==> src/rtl/rr_grant_arbiter.sv <==
// rtl/rr_grant_arbiter.sv - four-client round-robin arbiter with hold limit
module rr_grant_arbiter #(
    parameter int unsigned HOLD_MAX = 16
) (
    input  logic       clk,
    input  logic       rst_n,
    input  logic [3:0] req,
    input  logic       rel,
    output logic [3:0] gnt,
    output logic [1:0] gnt_idx,
    output logic       gnt_vld,
    output logic       tmo
);

    typedef enum logic {
        IDLE  = 1'b0,
        GRANT = 1'b1
    } state_t;

    localparam logic [7:0] HOLD_LIM = 8'(HOLD_MAX);

    state_t     state_q, state_d;
    logic [3:0] gnt_q, gnt_d;
    logic [1:0] idx_q, idx_d;
    logic [1:0] ptr_q, ptr_d;
    logic [7:0] cnt_q, cnt_d;
    logic       tmo_q, tmo_d;

    logic [1:0] sel;
    logic [1:0] cand;
    logic       limit_hit;
    logic       owner_drop;

    always_ff @(posedge clk) begin
        if (!rst_n) begin
            state_q <= IDLE;
            gnt_q   <= 4'b0000;
            idx_q   <= 2'b00;
            ptr_q   <= 2'b00;
            cnt_q   <= 8'd0;
            tmo_q   <= 1'b0;
        end else begin
            state_q <= state_d;
            gnt_q   <= gnt_d;
            idx_q   <= idx_d;
            ptr_q   <= ptr_d;
            cnt_q   <= cnt_d;
            tmo_q   <= tmo_d;
        end
    end

    // Scan from the farthest offset down so the offset nearest ptr wins.
    always_comb begin
        sel  = ptr_q;
        cand = ptr_q;
        for (int i = 3; i >= 0; i--) begin
            cand = ptr_q + 2'(i);
            if (req[cand]) begin
                sel = cand;
            end
        end
    end

    assign limit_hit  = (HOLD_LIM != 8'd0) && (cnt_q == HOLD_LIM);
    assign owner_drop = rel || !req[idx_q];

    always_comb begin
        state_d = state_q;
        gnt_d   = gnt_q;
        idx_d   = idx_q;
        ptr_d   = ptr_q;
        cnt_d   = cnt_q;
        tmo_d   = 1'b0;
        case (state_q)
            IDLE: begin
                if (|req) begin
                    state_d = GRANT;
                    gnt_d   = 4'b0001 << sel;
                    idx_d   = sel;
                    ptr_d   = sel + 2'd1;
                    cnt_d   = 8'd1;
                end
            end
            GRANT: begin
                if (owner_drop || limit_hit) begin
                    state_d = IDLE;
                    gnt_d   = 4'b0000;
                    tmo_d   = limit_hit && !owner_drop;
                end else if (cnt_q != 8'hFF) begin
                    cnt_d = cnt_q + 8'd1;
                end
            end
            default: begin
                state_d = IDLE;
                gnt_d   = 4'b0000;
            end
        endcase
    end

    assign gnt     = gnt_q;
    assign gnt_idx = idx_q;
    assign gnt_vld = |gnt_q;
    assign tmo     = tmo_q;

endmodule
==> config.mk <==
export PLATFORM = sky130hd
export DESIGN_NAME = rr_grant_arbiter
export DESIGN_NICKNAME = d
export VERILOG_FILES = /design/src/rtl/rr_grant_arbiter.sv
export SDC_FILE = /design/constraint.sdc
export NUM_CORES = 1
export LEC_CHECK = 0
export ABC_AREA = 1
export CORE_ASPECT_RATIO = 1.1
export CORE_UTILIZATION = 40
export CTS_BUF_LIST = sky130_fd_sc_hd__clkbuf_8
export CTS_CLUSTER_DIAMETER = 150
export DETAILED_ROUTE_END_ITERATION = 12
export SKIP_LAST_GASP = 1
export SYNTH_ARGS = -nofsm -noshare
export SYNTH_HDL_FRONTEND = slang
export SYNTH_SLANG_ARGS = --single-unit
==> constraint.sdc <==
create_clock -name clk -period 1.9 [get_ports clk]
set_clock_uncertainty 0.15 [all_clocks]
set_input_delay 0.285 -clock clk [delete_from_list [all_inputs] [get_ports clk]]
set_output_delay 0.285 -clock clk [all_outputs]
set_load 0.05 [all_outputs]
== After elaboration in Yosys (flattened, before gate mapping) ==
Index checks and enable logic that the tools add are counted.
Cells by class
  add/sub/neg operators: 5
  order comparisons: 5
  equal/unequal tests: 6
  shift operators: 1
  multiplexer cells: 24
  bitwise gates (word level): 1
  reduce and logical (&&, ||, !) cells: 11
Operator list (count)
  two-way mux 8 bit: 3
  case mux 8 bit (2 select lines): 1
  less-than comparator 2 x 3 -> 1 bit, second input constant: 5
  binary-select mux 1 bit (select 2 bit): 5
  adder 8 x 1 -> 8 bit, second input constant: 1
  == test 8 x 5 -> 1 bit, second input constant: 1
  two-way mux 2 bit: 4
  two-way mux 4 bit: 2
  != test 8 bit, second input constant: 1
  case mux 4 bit (2 select lines): 1
  OR reduction 4 bit: 2
  two-way mux 1 bit: 7
  AND reduction 3 bit: 2
  adder 2 x 1 -> 2 bit, second input constant: 2
  adder 2 bit, second input constant: 2
  != test 2 x 1 -> 1 bit, second input constant: 2
  != test 2 bit, second input constant: 2
  AND reduction 2 bit: 2
  << shifter 1 x 2 -> 4 bit, first input constant: 1
  zero test 1 bit: 2
  logical OR 1 bit: 2
  case mux 1 bit (2 select lines): 1
  logical AND 1 bit: 1
  inverter 1 bit: 1
Storage, ports and cells
  register bits: 18
  output and inout bits: 8

== Depth between registers and ports, before layout ==
  depth in word-level cells: 10
  depth in mapped cells: 15
  mapped depth without buffers: 14

== Worst setup path before layout ==
No wires, ideal clock.
  path type: reg-to-output
  start: register gnt_q[2], in the netlist gnt[2]
  end: output gnt_vld
  arrival time: 1296 ps
  data required time: 1465 ps
  path slack: 169 ps
  cell stages (with the launch flop): 2
  cell sequence: dfxtp_1 > or4_1
Between the ends
  longest elaborated chain between the ends: 1
RTL lines
  start: declaration: RTL line 23  | logic [3:0] gnt_q, gnt_d;
  start signal: assignment: RTL line 44  | gnt_q <= gnt_d;
  OR reduction 4 bit: RTL line 102  | assign gnt_vld = |gnt_q;
  end: declaration: RTL line 11  | output logic gnt_vld,
No other way between the ends.

== Worst setup path after layout ==
  start: register tmo_q, in the netlist tmo
  end: output tmo
RTL lines
  start: declaration: RTL line 27  | logic tmo_q, tmo_d;
  start signal: assignment: RTL line 48  | tmo_q <= tmo_d;
  end: declaration: RTL line 12  | output logic tmo
No word-level cell between the ends.

==> results.md <==
- Max VDD drop: 0.5965 mV
- Clock Root Buffer: clkbuf_8
- Final-layout fill cell count: 286
- Hold WS: 0.3361 ns
- Worst hold-check path type: reg2reg
- Fmax: 560.2 MHz
- NumNets Final: 216
- Crit-path max cell delay: 0.79 ns
- I/O Pins: 15
- Syn Inst Count: 179
- Period Utilization, post-route: 0.9394
- Critical path arrival: 1.35 ns
- Placer Congestion: 0.8570
- Measured slew at the worst slew-check pin: 0.4919 ns
- Min Tclk post-route: 1.785 ns
- Total wire length: 2671 um
- Avg Cell Area, Syn: 6.522 um2
- Prevailing post-synth register cell: dfxtp_1
- Layout area overhead: 26.47%
- Die width: 53.51 um
- Reg2Reg Setup Slack: 0.18 ns
- Synth Register Bits: 18
- Post-route DRC: 0
- Clk Latency, worst-skew pair: 0.25 ns
- Initial antenna violation count: 0
- Critical path class: reg2out
- Post-route ant nets: 0
- Dpl cells: 233
- Static leakage: 0.7202 nW
- Total CTS buffers: 3
- Fin cells: 239
- Setup violators final: 0
- Unique masters post-synth: 27
- Area leader, netlist: dfxtp_1
- CP required: 1.46 ns
- CP Cell Sequence: clkdlybuf4s50_1
- Htree depth: 1
- Layout cells sized above 1: 0.2621
- Sequential area share after synthesis: 0.3087
- TritonCTS clock tree: yes
- CTS Hold Buffers Added: 0
- Ys Warns: 0
- Max Root-Sink Buffers: 2
- Worst Setup End Kind: output pin
- Die area: 3139 um2
- Max-cap violation count: 0
- Crit Path Max Fanout: 1
- CTS Sinks: 18
- P per Cell Area: 1284 nW/um2
- Most frequent cells after synthesis: 49 x nand2_1, 18 x dfxtp_1, 18 x inv_1
- # diodes: 0
- Initial Util: 0.4203
- CP startpoint kind: flop
- Setup TNS: 0 ns
- Largest net degree at the start of global routing: 12
- Floorplan row count: 20
- Area contributors post-synth: dfxtp_1 31%, nand2_1 16%, nand2_2 8.0%, a21oi_1 6.0%, inv_1 5.8%
- Post-synth EDFFs: 0
- First drt pass iteration count: 4
- Crit path max-delay family: buffers and inverters
- Iteration-0 DRC Markers: 30
- Vias in the first global route: 1,084
- Overflow after GRT: 0
- Synth top area share: 0.3087
- Final hold vios: 0
- Vias per std cell: 4.975
- First-pass GRT wire length: 4202 um
- Net count after synthesis: 188
- Clk pin slew, worst setup/hold paths: 0.07 ns
- Fin. max-slew vios: 0
- PortBufs: 14
- Post-DP HPWL: 2038 um
- Slowest cell on crit path: clkdlybuf4s50_1
- Status: completed
- Count leader, synth: nand2_1
- Vias: 1,189
- Slew margin rel.: 0.6710
- Core ar.: 2778 um2
- Post-synth ARST share: 0
- Chip height: 58.66 um
- Synthesized area: 1167 um2
- CP Buf/Inv Count: 1
- WL/cell: 11.18 um
- Total GRT Usage: 0.1832
cells by family after synthesis:
group                    after synthesis  synth area share
buffers and inverters                 28            0.1050
flip-flops                            18            0.3087
AND/OR/NAND/NOR                      103            0.4244
adder cells (fa/ha/maj)                2           0.02143
XOR/XNOR                               5           0.03751
AO/OA/AOI/OAI                         23            0.1029
sequential cells by signal (all words and copies together), names as in the netlist:
register  cells
gnt           4
tmo           1
state_q       1
gnt_idx       2
cnt_q         8
ptr_q         2
cells in the final DEF (no fill, tap or decap):
| cell | netlist | layout |
|---|---|---|
| a21oi_1 | 14 | 13 |
| a21oi_2 | 0 | 1 |
| buf_4 | 0 | 17 |
| clkbuf_8 | 0 | 4 |
| clkdlybuf4s50_1 | 0 | 4 |
| dfxtp_1 | 18 | 16 |
| dfxtp_4 | 0 | 2 |
| dlymetal6s2s_1 | 0 | 3 |
| ha_1 | 2 | 2 |
| inv_1 | 18 | 18 |
| inv_2 | 6 | 6 |
| inv_6 | 0 | 1 |
| inv_8 | 1 | 1 |
| nand2_1 | 49 | 48 |
| nand2_2 | 15 | 17 |
| nand2_4 | 1 | 1 |
| nand3_1 | 12 | 12 |
| nand3b_1 | 1 | 1 |
| nand4_1 | 5 | 5 |
| nor2_1 | 12 | 12 |
| nor2_2 | 2 | 2 |
| nor2_4 | 2 | 2 |
| nor3b_1 | 1 | 1 |
| nor4_1 | 1 | 1 |
| o211ai_1 | 2 | 2 |
| o21ai_0 | 4 | 3 |
| o21ai_1 | 3 | 4 |
| or2_1 | 1 | 1 |
| or4_1 | 1 | 1 |
| xnor2_1 | 1 | 1 |
| xor2_1 | 4 | 4 |
power by group:
part           switching, W  total [W]  internal (W)
combinational      0.000714    0.00109      0.000372
sequential        0.0000613   0.000503      0.000442
clock              0.000122   0.000306      0.000184
what timing repair did:
action,in CTS,in global routing
endpoints found under the setup margin,0,12
gates resized for setup,0,11
buffers inserted,0,1
per-stage QoR:
step,area [um2],total power (W),utilization,worst slack (ns)
2_1_floorplan,1167,0.001317,-,0.1691
3_3_place_gp,1384,0.001577,0.4982,-0.1555
3_5_place_dp,1384,0.001593,0.4982,-0.1643
4_1_cts,1439,0.001906,0.5180,0.09590
5_1_grt,1476,0.002050,0.5315,-0.0005673
6_report,1476,0.001896,0.5315,0.1151
final timing paths:
kind | from | cells after the start | end
worst max-delay path | tmo | 1 | tmo
worst min register to register | gnt[2] | 2 | gnt[2]
worst min-delay path | gnt[2] | 2 | gnt[2]
worst max register to register | cnt_q[0] | 11 | cnt_q[6]
routing by layer:
layer	track usage	part of all wire	up-vias
met5	0	0	-
met4	0.09398	0.013	0
met3	0.02584	0.022	4
met2	0.3429	0.53	16
met1	0.1914	0.43	544
li1	-	-	625
area by class of cell:
cell class                 count  area, um2  share of cell area
clock buffer                   4      55.05             0.03729
multi-input combinational    134      696.9              0.4720
timing repair buffer          24      205.2              0.1390
sequential                    18      367.9              0.2492
tap                           33      41.29             0.02797
inverter                      26      110.1             0.07458
Power figures use the tool's default switching activity.
